<file path="src/rtl/fifo_uart_tx.sv">
// UART transmitter fed by an upstream synchronous FIFO: fetches one word per frame
// and serialises start, WIDTH data bits LSB first, optional even parity, and stop.
module fifo_uart_tx #(
  parameter int WIDTH        = 8,
  parameter int CLKS_PER_BIT = 16,
  parameter int PARITY_EN    = 0
) (
  input  logic             clk_i,
  input  logic             rst_i,
  input  logic             enable_i,
  input  logic             fifo_empty_i,
  input  logic [WIDTH-1:0] fifo_rdata_i,
  output logic             fifo_rd_en_o,
  output logic             tx_o,
  output logic             busy_o,
  output logic             done_o
);

  localparam int BAUD_W = $clog2(CLKS_PER_BIT);
  localparam int IDX_W  = $clog2(WIDTH + 1);

  typedef enum logic [2:0] {
    S_IDLE, S_FETCH, S_WAIT, S_START, S_DATA, S_PARITY, S_STOP
  } state_t;

  state_t             r_state;
  logic [BAUD_W-1:0]  r_baud;
  logic [IDX_W-1:0]   r_bit_idx;
  logic [WIDTH-1:0]   r_shift;
  logic               r_parity;
  logic               r_armed;
  logic               r_tx;
  logic               r_rd_en;
  logic               r_busy;
  logic               r_done;

  logic               w_bit_end;
  logic               w_last_bit;

  assign w_bit_end  = (r_baud == BAUD_W'(CLKS_PER_BIT - 1));
  assign w_last_bit = (r_bit_idx == IDX_W'(WIDTH - 1));

  // NOTE: all state lives in one clocked block with non-blocking assignments, so every
  // branch reads the pre-edge values and the outputs come straight from flops.
  always_ff @(posedge clk_i or negedge rst_i) begin
    if (!rst_i) begin
      r_state   <= S_IDLE;
      r_baud    <= '0;
      r_bit_idx <= '0;
      r_shift   <= '0;
      r_parity  <= 1'b0;
      r_armed   <= 1'b0;
      r_tx      <= 1'b1;
      r_rd_en   <= 1'b0;
      r_busy    <= 1'b0;
      r_done    <= 1'b0;
    end else begin
      // r_armed holds off the first fetch until the second edge after reset release.
      r_armed <= 1'b1;
      r_rd_en <= 1'b0;
      r_done  <= 1'b0;
      case (r_state)
        S_IDLE: begin
          if (r_armed && enable_i && !fifo_empty_i) begin
            r_state <= S_FETCH;
            r_rd_en <= 1'b1;
            r_busy  <= 1'b1;
          end
        end
        S_FETCH: r_state <= S_WAIT;
        S_WAIT: begin
          r_shift  <= fifo_rdata_i;
          r_parity <= ^fifo_rdata_i;
          r_baud   <= '0;
          r_tx     <= 1'b0;
          r_state  <= S_START;
        end
        S_START: begin
          if (w_bit_end) begin
            r_baud    <= '0;
            r_bit_idx <= '0;
            r_tx      <= r_shift[0];
            r_state   <= S_DATA;
          end else begin
            r_baud <= r_baud + BAUD_W'(1);
          end
        end
        S_DATA: begin
          if (w_bit_end) begin
            r_baud <= '0;
            if (w_last_bit) begin
              if (PARITY_EN != 0) begin
                r_tx    <= r_parity;
                r_state <= S_PARITY;
              end else begin
                r_tx    <= 1'b1;
                r_state <= S_STOP;
              end
            end else begin
              r_shift   <= {1'b0, r_shift[WIDTH-1:1]};
              r_tx      <= r_shift[1];
              r_bit_idx <= r_bit_idx + IDX_W'(1);
            end
          end else begin
            r_baud <= r_baud + BAUD_W'(1);
          end
        end
        S_PARITY: begin
          if (w_bit_end) begin
            r_baud  <= '0;
            r_tx    <= 1'b1;
            r_state <= S_STOP;
          end else begin
            r_baud <= r_baud + BAUD_W'(1);
          end
        end
        S_STOP: begin
          if (w_bit_end) begin
            r_baud  <= '0;
            r_busy  <= 1'b0;
            r_done  <= 1'b1;
            r_state <= S_IDLE;
          end else begin
            r_baud <= r_baud + BAUD_W'(1);
          end
        end
        default: begin
          r_tx    <= 1'b1;
          r_busy  <= 1'b0;
          r_state <= S_IDLE;
        end
      endcase
    end
  end

  assign fifo_rd_en_o = r_rd_en;
  assign tx_o         = r_tx;
  assign busy_o       = r_busy;
  assign done_o       = r_done;

endmodule
</file>
<file path="config.mk">
export PLATFORM = sky130hd
export DESIGN_NAME = fifo_uart_tx
export DESIGN_NICKNAME = d
export VERILOG_FILES = /design/src/rtl/fifo_uart_tx.sv
export SDC_FILE = /design/constraint.sdc
export NUM_CORES = 1
export LEC_CHECK = 0
export BUFFER_PORTS_ARGS = -buffer_cell sky130_fd_sc_hd__buf_2
export CORE_MARGIN = 2
export CORE_UTILIZATION = 56
export CTS_CLUSTER_SIZE = 12
export DETAILED_ROUTE_END_ITERATION = 10
export HOLD_SLACK_MARGIN = 0.1
export PLACE_DENSITY_LB_ADDON = 0.05
export SLEW_MARGIN = 20
export SYNTH_ARGS = -nofsm -noshare
export SYNTH_HDL_FRONTEND = slang
export SYNTH_SLANG_ARGS = --single-unit
</file>
<file path="constraint.sdc">
create_clock -name clk_i -period 2.1 [get_ports clk_i]
set_input_delay 0.21 -clock clk_i [delete_from_list [all_inputs] [get_ports clk_i]]
set_output_delay 0.21 -clock clk_i [all_outputs]
set_load 0.05 [all_outputs]
</file>
==> impl_metrics.py <==
metrics = {
    "setup_path": {
        "slowest_stage": "dfrtp_1",
        "crit_type": "reg -> reg",
        "r2r-end": "r_shift[1]",
        "max_stage_delay_ns": 0.47,
        "path_max_fanout": 8,
        "reg2reg_slack_ns": 0.29,
        "startpoint_type": "register",
        "crit_required_ns": 2.30,
        "end_kind": "register",
        "ff2ff_path_depth": 5,
        "r2r_start": "r_baud[0]",
        "crit_chain": "ha_1 > and3_1 > nand2_1 > o22ai_1 > a2bb2oi_1",
        "crit_arrival_ns": 2.00,
    },
    "global_route": {
        "grt_max_degree": 25,
        "grt_usage": 0.241,
        "antenna_found_initial": 0,
        "first_global_vias": 1065,
        "grt-ovfl-total": 0,
        "grt_first_pass_wirelength_um": 4860,
    },
    "sta": {
        "fin_skew_ns": 0.00708,
        "tns_ns": 0,
        "min_period_ns": 1.81,
        "rsz0062_at_grt": "false",
        "maxClockFrequency_mhz": 554,
        "finalMaxSlewViolations": 0,
        "min_period_over_period": 0.860,
        "max-slew-margin-rel": 0.648,
        "finalSetupViolCount": 0,
        "hold_violations": 0,
        "worst_slew_pin_slew_ns": 0.527,
    },
    "drt": {
        "drt_pre_antenna_iters": 4,
        "via_per_inst": 6.20,
        "wl_um": 2870,
        "ant_nets": 0,
        "drc": 0,
        "met3_length_um": 117,
        "drt-wirelength-per-cell_um": 15.6,
        "wl_met2_um": 1310,
        "drtIter0Drc": 49,
        "top_layer": "met4",
        "vias": 1140,
        "drt-met1-wl_um": 1400,
    },
    "flow_run": {
        "cap_viol_max_count": 0,
    },
    "yosys": {
        "synth_nets": 153,
        "synth_largest_area_cell": "dfrtp_1",
        "synth.avg_cell_area_um2": 9.41,
        "synth_cell_types": 36,
        "yosysWarnings": 0,
        "synth_seq_area_share": 0.460,
        "syn_area_um2": 1310,
        "synthTopCellsByArea": "dfrtp_1, nand2_1, a2bb2oi_1",
        "synth_top_area_frac": 0.440,
        "syn_inst": 139,
        "ys_ff_latch": 24,
    },
    "worst_hold_path": {
        "holdPathEnd": "r_shift[7]",
        "holdPathStages": 3,
        "hold_path_class": "in -> reg",
        "worstHoldStart": "fifo_rdata_i[7]",
    },
    "power": {
        "powerDensity_nw_per_um2": 504,
        "swShare": 0.232,
        "power_leakage_nw": 0.679,
        "power.switching_w": 0.000170,
        "power_frac_clock": 0.299,
        "p_seq_frac": 0.649,
        "p_int_w": 0.000564,
        "ir_worst_vdd_uv": 353,
        "p_comb_frac": 0.052,
    },
    "status": {
        "outcome": "complete, no violations",
    },
    "floorplan": {
        "rows": 17,
        "start_util": 0.591,
        "die_x_um": 52.3,
        "design.core.area_um2": 2210,
        "die_y_um": 52.3,
        "dieArea_um2": 2740,
        "io_pins": 16,
    },
    "placement": {
        "portBuffers": 15,
        "gp_congestion": 0.906,
        "hpwl_um": 2090,
    },
    "clock_network": {
        "clock-root-buffer": "clkbuf_4",
        "cts_max_level": 1,
        "clk_path_buf_depth": 2,
        "cts_sinks": 24,
        "path_clk_slew_ns": 0.14,
        "cts_buffers": 3,
        "cts_tree": "yes",
        "cts_setup_buffers": 0,
        "clock_latency_ns": 0.32,
    },
    "layout": {
        "nNetsFinal": 171,
        "drive_gt1_frac": 0.186,
        "post-route-util": 0.658,
        "area_growth_pct": 11.4,
        "multi_input_area_um2": 644,
        "regArea_um2": 602,
        "fillerInstances": 197,
        "diodes": 0,
    },
}
critical path, delay by kind of cell, from the launching register on:
kind / cells / cell delay [ns]
compound gates: 2 / 0.30
fa+ha+maj: 1 / 0.32
flops: 1 / 0.47
simple gates: 2 / 0.59
per-layer routing:
layer  GRT usage  up-vias
li1            -      556
met1       0.322      543
met2       0.396       36
met3      0.0286        5
met4      0.0940        0
met5           0        -
registers in the layout, indices dropped and copies added (netlist names):
name          flops
r_shift           8
r_baud            4
r_bit_idx         4
r_state           3
busy_o            1
done_o            1
fifo_rd_en_o      1
r_armed           1
tx_o              1
worst max path at each step:
stage	slack, ns	to	start
3_3_place_gp	0.42	r_bit_idx[3]	r_state[2]
3_5_place_dp	0.34	r_shift[1]	r_baud[0]
6_report	0.29	r_shift[1]	r_baud[0]
4_1_cts	0.31	r_bit_idx[3]	r_state[2]
2_1_floorplan	0.54	r_shift[0]	r_baud[0]
5_1_grt	0.14	r_shift[1]	r_baud[0]
cells in the final DEF, fill, tap and decap left out, drive strengths merged, types with 2 or more instances in the layout:
cell and n:
ha 2, nor2 5, o21ai 11, o22ai 9
nor3 4, a31oi 3, a22o 4, clkbuf 4
dfrtp 23, a2bb2oi 7, nand4 2, nor2b 3
o221ai 2, buf 21, mux2i 4, nand2 18
nand3 4, a21oi 9, nand3b 2, inv 5
power groups by stage:
| stage | sequential (W) | combinational (W) | clock, W |
|---|---|---|---|
| after floorplan | 0.000488 | 0.0000126 | 0 |
| after global placement | 0.000485 | 0.0000365 | 0 |
| after detailed placement | 0.000485 | 0.0000380 | 0 |
| after CTS | 0.000477 | 0.0000393 | 0.000220 |
| after global routing | 0.000478 | 0.0000439 | 0.000241 |
| final | 0.000477 | 0.0000384 | 0.000219 |
per-stage QoR:
stage          setup slack (ns)  total power (W)  instances  hold slack (ns)  cell area (um^2)
3_3_place_gp              0.415         0.000521        179            0.211              1420
4_1_cts                   0.313         0.000736        184            0.137              1460
2_1_floorplan             0.542         0.000500        139          -0.0856              1310
6_report                  0.294         0.000734        184            0.135              1460
3_5_place_dp              0.337         0.000523        179            0.220              1420
5_1_grt                   0.135         0.000762        184            0.163              1460
repair_timing:
item                                   4_1_cts  5_1_grt
hold buffers                                 1        0
gates resized for setup                      0        0
endpoints found under the hold margin       23        0
kinds of logic after synthesis:
group | Yosys count | synth area share
other cells | 1 | 0.00287
buf+inv | 14 | 0.0469
simple gates | 42 | 0.161
compound gates | 51 | 0.271
mux | 5 | 0.0392
flops | 24 | 0.460
fa+ha+maj | 2 | 0.0191
Yosys cell counts, drive strengths merged:
master,number
dfstp,1
dfrtp,23
mux2i,4
nand4,2
a41oi,1
o32ai,1
nor4,1
nor2,5
o21ai,11
o221ai,2
nor2b,3
a22o,4
and3,1
nor3,4
a211oi,1
nand3b,2
and2,1
o221a,1
nand2,18
a21o,1
buf,3
inv,5
a2bb2oi,7
o22ai,9
a31oi,3
a21oi,9
mux2,1
nand3,4
ha,2
nor3b,1
a221oi,1
conb,1
clkbuf,6
area by class of cell:
cell class,instances,share of cell area
multi-input combinational,101,0.442
inverter,5,0.0129
sequential,24,0.413
tap,28,0.0241
timing repair buffer,22,0.0893
clock buffer,4,0.0180
(Power assumes the default switching activity.)
